<file path="config.mk">
export PLATFORM = sky130hd
export DESIGN_NAME = uart_tx_arbiter_flat
export DESIGN_NICKNAME = d
export VERILOG_FILES = /design/src/rtl/uart_tx_arbiter_if.sv /design/src/rtl/uart_tx_arbiter.sv /design/src/flat_wrapper.sv
export SDC_FILE = /design/constraint.sdc
export NUM_CORES = 1
export LEC_CHECK = 0
export ABC_AREA = 1
export ABC_CLOCK_PERIOD_IN_PS = 1800
export BUFFER_PORTS_ARGS = -buffer_cell sky130_fd_sc_hd__clkbuf_2
export CORE_AREA = 4 4 74 76
export CTS_BUF_LIST = sky130_fd_sc_hd__clkbuf_16
export DETAILED_ROUTE_END_ITERATION = 16
export DIE_AREA = 0 0 78 80
export GPL_ROUTABILITY_DRIVEN = 0
export PLACE_DENSITY = 0.75
export SLEW_MARGIN = 5
export SYNTH_ARGS = -nofsm -noshare
export SYNTH_HDL_FRONTEND = slang
export SYNTH_SLANG_ARGS = --single-unit
</file>
<file path="constraint.sdc">
create_clock -name i_clk -period 1.8 [get_ports i_clk]
set_input_delay 0.18 -clock i_clk [delete_from_list [all_inputs] [get_ports i_clk]]
set_output_delay 0.18 -clock i_clk [all_outputs]
set_load 0.01 [all_outputs]
</file>
<file path="src/rtl/uart_tx_arbiter_if.sv">
// Requester-side and uart_tx-side signals of the shared UART TX arbiter.
// The arbiter uses the slave modport; the requesters and uart_tx side use master.
interface uart_tx_arbiter_if #(
  parameter int NUM_REQ = 4
);
  logic [NUM_REQ-1:0]   i_req_valid;
  logic [NUM_REQ*8-1:0] i_req_data;
  logic [NUM_REQ-1:0]   i_req_last;
  logic [NUM_REQ-1:0]   o_req_ready;
  logic [NUM_REQ-1:0]   o_grant;
  logic                 o_tx_en;
  logic [7:0]           o_tx_data;
  logic                 i_tx_busy;
  logic                 o_active;
  logic                 o_start_fault;

  modport slave (
    input  i_req_valid, i_req_data, i_req_last, i_tx_busy,
    output o_req_ready, o_grant, o_tx_en, o_tx_data, o_active, o_start_fault
  );

  modport master (
    output i_req_valid, i_req_data, i_req_last, i_tx_busy,
    input  o_req_ready, o_grant, o_tx_en, o_tx_data, o_active, o_start_fault
  );
endinterface

</file>
<file path="src/rtl/uart_tx_arbiter.sv">
// Packet-granular round-robin arbiter sharing one uart_tx between NUM_REQ
// byte-stream requesters; sequences the tx_en / busy-rise / busy-fall handshake.
module uart_tx_arbiter #(
  parameter int NUM_REQ       = 4,
  parameter int START_TIMEOUT = 16
) (
  input  logic              i_clk,
  input  logic              i_rst,
  uart_tx_arbiter_if.slave  bus
);
  localparam int IW = (NUM_REQ > 1) ? $clog2(NUM_REQ) : 1;
  localparam int CW = $clog2(START_TIMEOUT + 1);

  localparam logic [1:0] S_IDLE       = 2'd0;
  localparam logic [1:0] S_SEND       = 2'd1;
  localparam logic [1:0] S_WAIT_START = 2'd2;
  localparam logic [1:0] S_WAIT_DONE  = 2'd3;

  logic [1:0]         r_state;
  logic [NUM_REQ-1:0] r_grant;
  logic [IW-1:0]      r_owner;
  logic [IW-1:0]      r_ptr;
  logic               r_tx_en;
  logic [7:0]         r_tx_data;
  logic               r_last;
  logic [CW-1:0]      r_cnt;
  logic               r_fault;

  logic               w_sel_found;
  logic [IW-1:0]      w_sel_idx;
  logic               w_owner_valid;
  logic [7:0]         w_owner_data;
  logic               w_owner_last;
  logic               w_accept;
  logic               w_timeout;
  logic               w_byte_done;
  logic [IW-1:0]      w_next_ptr;

  // Scan downward from the farthest slot so the nearest valid requester at or
  // after the pointer is the last (winning) assignment.
  always_comb begin : sel_blk
    int idx;
    w_sel_found = 1'b0;
    w_sel_idx   = '0;
    for (int i = NUM_REQ - 1; i >= 0; i--) begin
      idx = int'(r_ptr) + i;
      if (idx >= NUM_REQ) idx = idx - NUM_REQ;
      if (bus.i_req_valid[idx]) begin
        w_sel_found = 1'b1;
        w_sel_idx   = IW'(idx);
      end
    end
  end

  assign w_owner_valid = bus.i_req_valid[r_owner];
  assign w_owner_data  = bus.i_req_data[r_owner*8 +: 8];
  assign w_owner_last  = bus.i_req_last[r_owner];
  assign w_accept      = (r_state == S_SEND) && w_owner_valid && !bus.i_tx_busy;
  assign w_timeout     = (r_state == S_WAIT_START) && !bus.i_tx_busy &&
                         (r_cnt == CW'(START_TIMEOUT - 1));
  assign w_byte_done   = w_timeout || ((r_state == S_WAIT_DONE) && !bus.i_tx_busy);
  assign w_next_ptr    = (int'(r_owner) == NUM_REQ - 1) ? '0 : r_owner + 1'b1;

  generate
    for (genvar gi = 0; gi < NUM_REQ; gi++) begin : g_ready
      assign bus.o_req_ready[gi] = w_accept && (r_owner == IW'(gi));
    end
  endgenerate

  always_ff @(posedge i_clk or posedge i_rst) begin
    if (i_rst) begin
      r_state   <= S_IDLE;
      r_grant   <= '0;
      r_owner   <= '0;
      r_ptr     <= '0;
      r_tx_en   <= 1'b0;
      r_tx_data <= 8'h00;
      r_last    <= 1'b0;
      r_cnt     <= '0;
      r_fault   <= 1'b0;
    end else begin
      r_tx_en <= 1'b0;
      case (r_state)
        S_IDLE: begin
          if (w_sel_found) begin
            r_grant <= {{(NUM_REQ-1){1'b0}}, 1'b1} << w_sel_idx;
            r_owner <= w_sel_idx;
            r_state <= S_SEND;
          end
        end
        S_SEND: begin
          if (w_accept) begin
            r_tx_data <= w_owner_data;
            r_tx_en   <= 1'b1;
            r_last    <= w_owner_last;
            r_cnt     <= '0;
            r_state   <= S_WAIT_START;
          end
        end
        S_WAIT_START: begin
          if (bus.i_tx_busy)  r_state <= S_WAIT_DONE;
          else if (w_timeout) r_fault <= 1'b1;
          else                r_cnt   <= r_cnt + 1'b1;
        end
        default: ;
      endcase
      // A timed-out byte is treated as sent and follows the normal release path.
      if (w_byte_done) begin
        if (r_last) begin
          r_ptr   <= w_next_ptr;
          r_grant <= '0;
          r_state <= S_IDLE;
        end else begin
          r_state <= S_SEND;
        end
      end
    end
  end

  assign bus.o_grant       = r_grant;
  assign bus.o_tx_en       = r_tx_en;
  assign bus.o_tx_data     = r_tx_data;
  assign bus.o_active      = (r_state != S_IDLE);
  assign bus.o_start_fault = r_fault;
endmodule

</file>
<file path="src/flat_wrapper.sv">
// flat-port wrapper written by rule: the top's interface ports become plain ports
module uart_tx_arbiter_flat 
#(
  parameter int NUM_REQ       = 4,
  parameter int START_TIMEOUT = 16
)
  (i_clk, i_rst, bus_i_req_valid, bus_i_req_data, bus_i_req_last, bus_i_tx_busy, bus_o_req_ready, bus_o_grant, bus_o_tx_en, bus_o_tx_data, bus_o_active, bus_o_start_fault);
  uart_tx_arbiter_if #(.NUM_REQ(NUM_REQ)) bus_i ();
  input  logic i_clk;
  input  logic i_rst;
  input wire logic [$bits(bus_i.i_req_valid)-1:0] bus_i_req_valid;
  input wire logic [$bits(bus_i.i_req_data)-1:0] bus_i_req_data;
  input wire logic [$bits(bus_i.i_req_last)-1:0] bus_i_req_last;
  input wire logic [$bits(bus_i.i_tx_busy)-1:0] bus_i_tx_busy;
  output wire logic [$bits(bus_i.o_req_ready)-1:0] bus_o_req_ready;
  output wire logic [$bits(bus_i.o_grant)-1:0] bus_o_grant;
  output wire logic [$bits(bus_i.o_tx_en)-1:0] bus_o_tx_en;
  output wire logic [$bits(bus_i.o_tx_data)-1:0] bus_o_tx_data;
  output wire logic [$bits(bus_i.o_active)-1:0] bus_o_active;
  output wire logic [$bits(bus_i.o_start_fault)-1:0] bus_o_start_fault;
  assign bus_i.i_req_valid = bus_i_req_valid;
  assign bus_i.i_req_data = bus_i_req_data;
  assign bus_i.i_req_last = bus_i_req_last;
  assign bus_i.i_tx_busy = bus_i_tx_busy;
  assign bus_o_req_ready = bus_i.o_req_ready;
  assign bus_o_grant = bus_i.o_grant;
  assign bus_o_tx_en = bus_i.o_tx_en;
  assign bus_o_tx_data = bus_i.o_tx_data;
  assign bus_o_active = bus_i.o_active;
  assign bus_o_start_fault = bus_i.o_start_fault;
  uart_tx_arbiter #(.NUM_REQ(NUM_REQ), .START_TIMEOUT(START_TIMEOUT)) u_core (.i_clk(i_clk), .i_rst(i_rst), .bus(bus_i));
endmodule
</file>
### Yosys cells after proc, flatten, opt, wreduce, memory -nomap -nowiden

Index checks and enable logic that the tools add are counted.

* flip-flop bits (word level): 26
* input port bits: 43
* output and inout port bits: 19
* word-level logic and storage cells: 111

* add/subtract/negate cells: 9
* magnitude comparators: 9
* eq/ne operators: 14
* shifts and indexed selects: 2
* muxes and demuxes: 45
* bitwise logic cells: 1
* reduce and logical (&&, ||, !) cells: 22

Operator list (count)
* 32-bit by 4-bit less-than comparator with 1-bit output (second input constant): 4
* 32-bit two-way mux: 4
* 32-bit by 4-bit greater-or-equal comparator with 1-bit output (second input constant): 3
* 32-bit by 4-bit subtractor with 32-bit output (second input constant): 3
* 32-bit by 6-bit indexed part select with 8-bit output: 1
* 2-bit two-way mux: 9
* 1-bit two-way mux: 17
* 4-bit two-way mux: 4
* 5-bit two-way mux: 3
* 1-bit binary-select mux with 2-bit select: 6
* 5-bit case mux with 2 select lines: 1
* 1-bit logical AND: 9
* 2-bit equality test (second input constant): 4
* 4-bit AND reduction: 2
* 2-bit by 2-bit adder with 3-bit output (second input constant): 2
* 2-bit by 1-bit equality test with 1-bit output (second input constant): 3
* 3-bit by 1-bit inequality test with 1-bit output (second input constant): 2
* 2-bit case mux with 3 select lines: 1
* 2-bit AND reduction: 3
* 5-bit by 1-bit adder with 5-bit output (second input constant): 1
* 5-bit by 4-bit equality test with 1-bit output (second input constant): 1
* 2-bit zero test: 2
* 2-bit inequality test (second input constant): 2
* 2-bit nonzero test: 2
* other kinds (13): 13

### Depth between registers and ports, before layout

Gate-level depths: netlist of run 1.

* depth after elaboration: 15
* mapped depth: 14

### Least setup slack after synthesis of run 1

Ideal clock, no wire load.

* kind: register to register
* start: register u_core.r_cnt[0]
* end: register u_core.r_grant[3], in the netlist u_core.bus.o_grant[3]
* library setup time: 0.121 ns
* arrival: 1.555 ns
* required time: 1.679 ns
* setup slack: 0.124 ns
* stages on the path, launching flop included: 12
* buffers on the path: 0
* cell sequence: dfrtp_1 -> ha_1 -> nand2_1 -> nor2_1 -> ha_1 -> nand3_1 -> o21ai_0 -> inv_1 -> nor2_2 -> inv_1 -> o21ai_2 -> nor2_1

* longest elaborated chain between the ends: 4

RTL lines
* start: declaration: line uart_tx_arbiter.sv:26 `logic [CW-1:0] r_cnt;`
* start signal: assignment: line uart_tx_arbiter.sv:103 `else r_cnt <= r_cnt + 1'b1;`
* 5-bit by 4-bit equality test with 1-bit output: line uart_tx_arbiter.sv:60 `(r_cnt == CW'(START_TIMEOUT - 1));`
* 1-bit logical AND: line uart_tx_arbiter.sv:59 `assign w_timeout = (r_state == S_WAIT_START) && !bus.i_tx_busy &&`
* 1-bit logical OR: line uart_tx_arbiter.sv:61 `assign w_byte_done = w_timeout || ((r_state == S_WAIT_DONE) && !bus.i_tx_busy);`
* 4-bit two-way mux: line uart_tx_arbiter.sv:108 `if (w_byte_done) begin`
* end signal: assignment: line uart_tx_arbiter.sv:86 `r_grant <= {{(NUM_REQ-1){1'b0}}, 1'b1} << w_sel_idx;`
* end: declaration: line uart_tx_arbiter.sv:20 `logic [NUM_REQ-1:0] r_grant;`

No other way between the ends.
A chain may end at the register's enable or synchronous reset.

### Worst setup path after layout of run 1

* start: register u_core.r_cnt[0]
* end: register u_core.r_state[0]

* longest elaborated chain between the ends: 5

RTL lines
* 5-bit by 4-bit equality test with 1-bit output *: line uart_tx_arbiter.sv:60
* 1-bit logical AND *: line uart_tx_arbiter.sv:59
* 1-bit logical OR *: line uart_tx_arbiter.sv:61
* 3-bit by 1-bit inequality test with 1-bit output (no source line) (tied with other cells)
* 4-bit AND reduction (no source line)
* end signal: assignment: line uart_tx_arbiter.sv:72 `r_state <= S_IDLE;`
* end signal: assignment: line uart_tx_arbiter.sv:88 `r_state <= S_SEND;`
* end signal: assignment: line uart_tx_arbiter.sv:97 `r_state <= S_WAIT_START;`
* end: declaration: line uart_tx_arbiter.sv:19 `logic [1:0] r_state;`

Every way passes the cells marked *; elsewhere a longest branch is shown, timed or not.

==> impl_metrics.toml, run 1 <==
[timing]
setup_viol_count_final = 0
finalWorstSetupSlack_ns = 0.0957
fmax_mhz = 587
finalCriticalPeriod_ns = 1.70
finClkSkew_ns = 0.00394
relSlewSlack_pct = 77.7
rsz0062_at_grt = "true"
worst_slew_pin_slew_ns = 0.334
final_max_slew_viol_count = 0
finalHoldViolations = 0
period_share_pct = 94.7

[logic_synthesis]
synth_top_family_by_area = "simple AND/OR/NAND/NOR gates"
syn_nets = 320
yosys.area_share.simple_pct = 34.0
yosysMostFrequentCell = "nand2_1"
synth_compound_area_share_pct = 13.9
synth-xor-area-share_pct = 0.465
synth-main-ff-cell = "dfrtp_1"
ys_seq_area_share_pct = 34.6
synthTopCellsByCount = "nand2_1 (72), nor2_1 (33), o21ai_0 (27)"
synth_async_sr_flop_share_pct = 100
synth_top_area_share_pct = 34.6
synth_adder_area_share_pct = 7.31
synth_area_sq_um = 1880
synth.distinct_cells = 28
synthTopCellsByArea = "dfrtp_1 (35%), nand2_1 (14%), ha_1 (7.3%)"
syn_avg_cell_area_sq_um = 7.07
ys_warn_count = 0
synth_mux_area_share_pct = 0.532
ys_seq_elements = 26
syn_inst = 266
synth_top_area_cell = "dfrtp_1"
synth_edf_count = 0

[final_layout]
antennaDiodeCount = 0
area_growth_pct = 31.7
layout.cells.non_filler = 406
fillers = 435
drive_above_1_share_pct = 37.8
nets = 394
final_util_pct = 52.5

[route]
routed_wl_mm = 4.73
via_count = 1910
viasPerCell = 4.70
drcViolationCount = 0
drtIter0Drc = 58
drt_first_pass_iters = 4
wl_per_cell_um = 11.7
antenna_left = 0

[critical_path]
regToRegSetupSlack_ns = 0.1
end_kind = "flop"
cp_max_fo = 5
worstRegToRegCells = 11
r2r-end = "u_core.r_state[0]"
path_class = "reg2reg"
cp.arrival_ns = 1.86
reg2reg_from = "u_core.r_cnt[0]"
start_kind = "flop"
worst-endpoint-required_ns = 1.95

[die]
rows = 25
start_util_pct = 39.8
fp.dieW_um = 78
die_area_sq_um = 6240
core_area_sq_um = 4720
die_y_um = 80
io-pin-count = 62

[global_route]
grt_pass1_wl_mm = 7.95
grt_pass1_vias = 1854
antenna_found_initial = 0
grt_max_degree = 27
grt_usage_pct = 15.7
overflow = 0

[placed_design]
port_buffers = 61
hpwl_mm = 3.55
placedCellCount = 393
dp_slack_ns = -0.0126

[min_path]
holdPathEnd = "u_core.bus.o_tx_data[2]"
hp-start = "bus_i_req_data[2]"
hold_depth = 5
hold_class = "in2reg"

[job]
maxCapViolCount = 0

[clock_tree]
clock-root-buffer = "clkbuf_16"
cts_tree = "yes"
cts_max_path_buffers = 2
cts_buffers = 3
clock_sinks = 26
clkTransAtPathRegs_ns = 0.07
htree_levels = 1
clk_latency_ns = 0.26

[power]
powerDensity_nw_per_um2 = 1620
p_leak_nw = 1.32
vdd_ir_drop_max_mv = 0.757

[run_status]
outcome = "finished clean"
==> cell usage in the layout (no fill, tap or decap), types with 9 or more instances in the layout <==
cell,Yosys,final
o21ai_0,27,24
nand2_2,11,12
clkbuf_2,1,61
buf_4,1,16
nand2_1,72,71
dfrtp_1,26,23
o22ai_1,10,10
nand3_1,10,9
inv_1,25,22
nor2_1,33,31
==> through the flow <==
step | hold WS, ns | setup TNS (ns) | power [W] | cell area (sq um)
3_3_place_gp | 0.232 | 0 | 0.00332 | 2290
2_1_floorplan | 0.220 | 0 | 0.00279 | 1880
6_report | 0.281 | 0 | 0.00402 | 2480
4_1_cts | 0.279 | 0 | 0.00393 | 2400
3_5_place_dp | 0.232 | -0.0193 | 0.00336 | 2290
5_1_grt | 0.302 | -0.283 | 0.00443 | 2480
==> where the power goes <==
part,switching [W],leakage (nW),internal [W],total [W]
clock,0.000204,0.0385,0.000298,0.000502
combinational,0.00153,0.959,0.000972,0.00250
sequential,0.000202,0.326,0.000815,0.00102
total,0.00193,1.32,0.00208,0.00402
==> sequential cells by signal, indices dropped and copies added, names as in the netlist <==
name,flops
u_core.r_owner,2
u_core.r_ptr,2
u_core.bus.o_start_fault,1
u_core.r_cnt,5
u_core.r_state,2
u_core.bus.o_tx_en,1
u_core.r_last,1
u_core.bus.o_grant,4
u_core.bus.o_tx_data,8
==> layout make-up <==
| cell class | count | area (sq um) | area share [%] |
|---|---|---|---|
| well taps | 67 | 83.8 | 3.38 |
| multi-input cells | 199 | 1090 | 44.1 |
| clock buffers | 3 | 75.1 | 3.03 |
| repair buffers | 79 | 447 | 18.0 |
| inverters | 31 | 121 | 4.90 |
| flip-flops and latches | 26 | 654 | 26.4 |
| clock inverters | 1 | 3.75 | 0.151 |
==> worst max path at each step <==
stage / end / from / cells after the start / slack [ns]
after floorplan: u_core.bus.o_grant[3] / u_core.r_cnt[0] / 11 / 0.12
after global placement: u_core.r_state[1] / u_core.r_cnt[0] / 11 / 0.1
after detailed placement: u_core.r_state[1] / u_core.r_cnt[0] / 11 / -0.01
after CTS: u_core.r_state[0] / u_core.r_cnt[1] / 11 / 0.02
after global routing: u_core.r_state[1] / u_core.r_cnt[0] / 11 / -0.11
final: u_core.r_state[0] / u_core.r_cnt[0] / 11 / 0.1
==> cell families (layout without fill, tap and decap cells) <==
kind of cell,after synthesis,after routing
multiplexers,1,1
XOR/XNOR,1,1
flip-flops,26,26
AND/OR/NAND/NOR,140,140
adder cells (fa/ha/maj),11,11
AO/OA/AOI/OAI,46,46
buffers and inverters,41,114
==> routing by layer <==
layer	track usage (%)	routed length [um]	up-vias
met5	0	0	-
met4	5.94	70	0
met3	3.05	273	5
met2	28.2	2350	54
met1	18.4	2040	862
li1	-	-	989
==> critical path, stage by stage, from the launching register on <==
cell     delay [ns]
dfrtp_1        0.36
ha_2           0.19
nand2_2        0.07
nor2_2         0.09
ha_2           0.19
nand3_2        0.09
o21ai_2        0.09
inv_2          0.08
nand4_1        0.10
nand4_1        0.17
nand2_1        0.09
o21ai_1        0.06
==> timing repair <==
action	CTS	global route
setup endpoints to repair	6	16
hold endpoints to repair	26	0
gates resized for setup	3	17
hold buffers	1	0
buffers inserted	2	6
pin swaps	0	1
No activity file was read; power rests on OpenSTA's default activity.
==> inputs of run 2 (changes only) <==
Settings changed: CORE_AREA 4 4 74 76 to 4 4 85 87, DIE_AREA 0 0 78 80 to 0 0 89 91, PLACE_DENSITY 0.75 to 0.61, REMOVE_ABC_BUFFERS from default to 1.
==> impl_metrics.toml, run 2 (synthesized netlist as in run 1, its figures left out) <==
[global_route]
antenna_found_initial = 0
grt_pass1_vias = 1854
overflow = 0
grt_pass1_wl_mm = 8.07
grt_usage_pct = 12.3
grt_max_degree = 27

[timing]
setup_viol_count_final = 0
finClkSkew_ns = 0.00536
final_max_slew_viol_count = 0
worst_slew_pin_slew_ns = 0.371
finalCriticalPeriod_ns = 1.71
whs_ns = 0.276
period_share_pct = 95.1
finalHoldViolations = 0
finalWorstSetupSlack_ns = 0.0877
fin_setup_tns_ns = 0
fmax_mhz = 584
rsz0062_at_grt = "true"
relSlewSlack_pct = 75.3

[route]
drtIter0Drc = 68
antenna_left = 0
routed_wl_mm = 4.77
drt_first_pass_iters = 4
drcViolationCount = 0
viasPerCell = 4.52
wl_per_cell_um = 11.6
via_count = 1866

[final_layout]
nets = 391
layout_commonest_cell = "nand2_1"
mostFrequentLayoutCells = "nand2_1 (72), clkbuf_2 (61), nor2_1 (31), o21ai_0 (26), dfrtp_1 (25)"
area_growth_pct = 32.6
drive_above_1_share_pct = 36.6
largest_register_ff_count = 8
antennaDiodeCount = 0

[die]
io-pin-count = 62
start_util_pct = 29.6
core_area_sq_um = 6350
die_y_um = 91
fp.dieW_um = 89
die_area_sq_um = 8100
rows = 29

[job]
maxCapViolCount = 0

[power]
power.switching_w = 0.00192
p_sw_share_pct = 46.5
combPwrFrac_pct = 60.0
power_w = 0.00413
vdd_ir_drop_max_mv = 0.841
powerDensity_nw_per_um2 = 1660
p_leak_nw = 1.33
intPower_w = 0.00221
p_clk_share_pct = 15.6
seq_power_share_pct = 24.3

[critical_path]
start_kind = "flop"
cp_max_fo = 6
path_class = "reg2reg"
worst-endpoint-required_ns = 1.95
cp.arrival_ns = 1.86
end_kind = "flop"

[clock_tree]
clkTransAtPathRegs_ns = 0.07
clock_sinks = 26
clk_latency_ns = 0.26
clock-root-buffer = "clkbuf_16"
cts_tree = "yes"
cts_buffers = 3
htree_levels = 1
cts_max_path_buffers = 2

[placed_design]
port_buffers = 61
dp_slack_ns = 0.00294
hpwl_mm = 3.69

[run_status]
outcome = "finished clean"

[min_path]
hold_class = "in2reg"
[run 2: cell count changes in the layout (fill, tap and decap cells not counted)]
cell / before / now
buf_4: 16 / 12
dfrtp_1: 23 / 25
dfrtp_2: 3 / 1
o21ai_0: 24 / 26
o21ai_1: 2 / 0
buf_8: 0 / 1
bufinv_16: 0 / 1
clkinv_1: 2 / 1
ha_1: 7 / 8
ha_2: 3 / 2
inv_1: 22 / 21
inv_2: 7 / 8
nand2_1: 71 / 72
nand2_2: 12 / 11
[run 2: worst paths after layout]
check,from,end,slack [ns],cells past startpoint
worst max-delay path,u_core.r_cnt[1],u_core.r_cnt[3],0.09,11
worst min-delay path,bus_i_req_data[2],u_core.bus.o_tx_data[2],0.28,5
worst max register to register,u_core.r_cnt[1],u_core.r_cnt[3],0.09,11
worst min register to register,u_core.bus.o_tx_data[0],u_core.bus.o_tx_data[0],0.49,2
max in group asynchronous,i_rst,u_core.r_owner[0],1.03,4
min in group asynchronous,i_rst,u_core.bus.o_tx_data[2],0.49,4
[run 2: routing by layer]
metal	vias to the layer above	track usage (%)	share of wire, %
met3	5	1.36	3.6
met5	-	0	0
met4	0	3.35	1.2
met2	36	20.8	48
met1	842	16.5	47
li1	983	-	-
[run 2: critical path: stages, from the launching register on]
cell and delay [ns]:
dfrtp_1 0.40, ha_2 0.20, nand2_1 0.09, nor2_2 0.04, ha_2 0.19, nor2_1 0.09, nor2_1 0.05, nor2_1 0.11
nand2_2 0.12, nor2_2 0.11, xor2_1 0.15, nor2_1 0.06
[run 2: layout make-up]
type	count	area, sq um
clock buffer	3	75.1
clock inverter	1	30.0
fill	666	3850
inverter	31	121
multi-input combinational	199	1090
sequential	26	652
tap	77	96.3
timing repair buffer	76	432
[run 2: repair_timing]
item	in CTS	in global routing
setup endpoints to repair	6	16
setup buffers	2	2
gates resized for setup	3	14
hold endpoints to repair	26	0
pin swaps	0	7
hold buffers	1	0
[run 2: metrics by stage]
| step | utilization (%) | instances | cell area, sq um |
|---|---|---|---|
| 2_1_floorplan | - | 256 | 1830 |
| 3_3_place_gp | 36.3 | 404 | 2310 |
| 3_5_place_dp | 36.3 | 404 | 2310 |
| 4_1_cts | 38.6 | 411 | 2450 |
| 5_1_grt | 39.3 | 413 | 2490 |
| 6_report | 39.3 | 413 | 2490 |
[run 2: power groups by stage]
stage | combinational (W) | clock [W] | sequential [W]
CTS | 0.00245 | 0.000661 | 0.00101
global placement | 0.00237 | 0 | 0.00100
detailed placement | 0.00240 | 0 | 0.00100
global route | 0.00283 | 0.000691 | 0.00104
finish | 0.00248 | 0.000646 | 0.00101
floorplan | 0.00164 | 0 | 0.00107
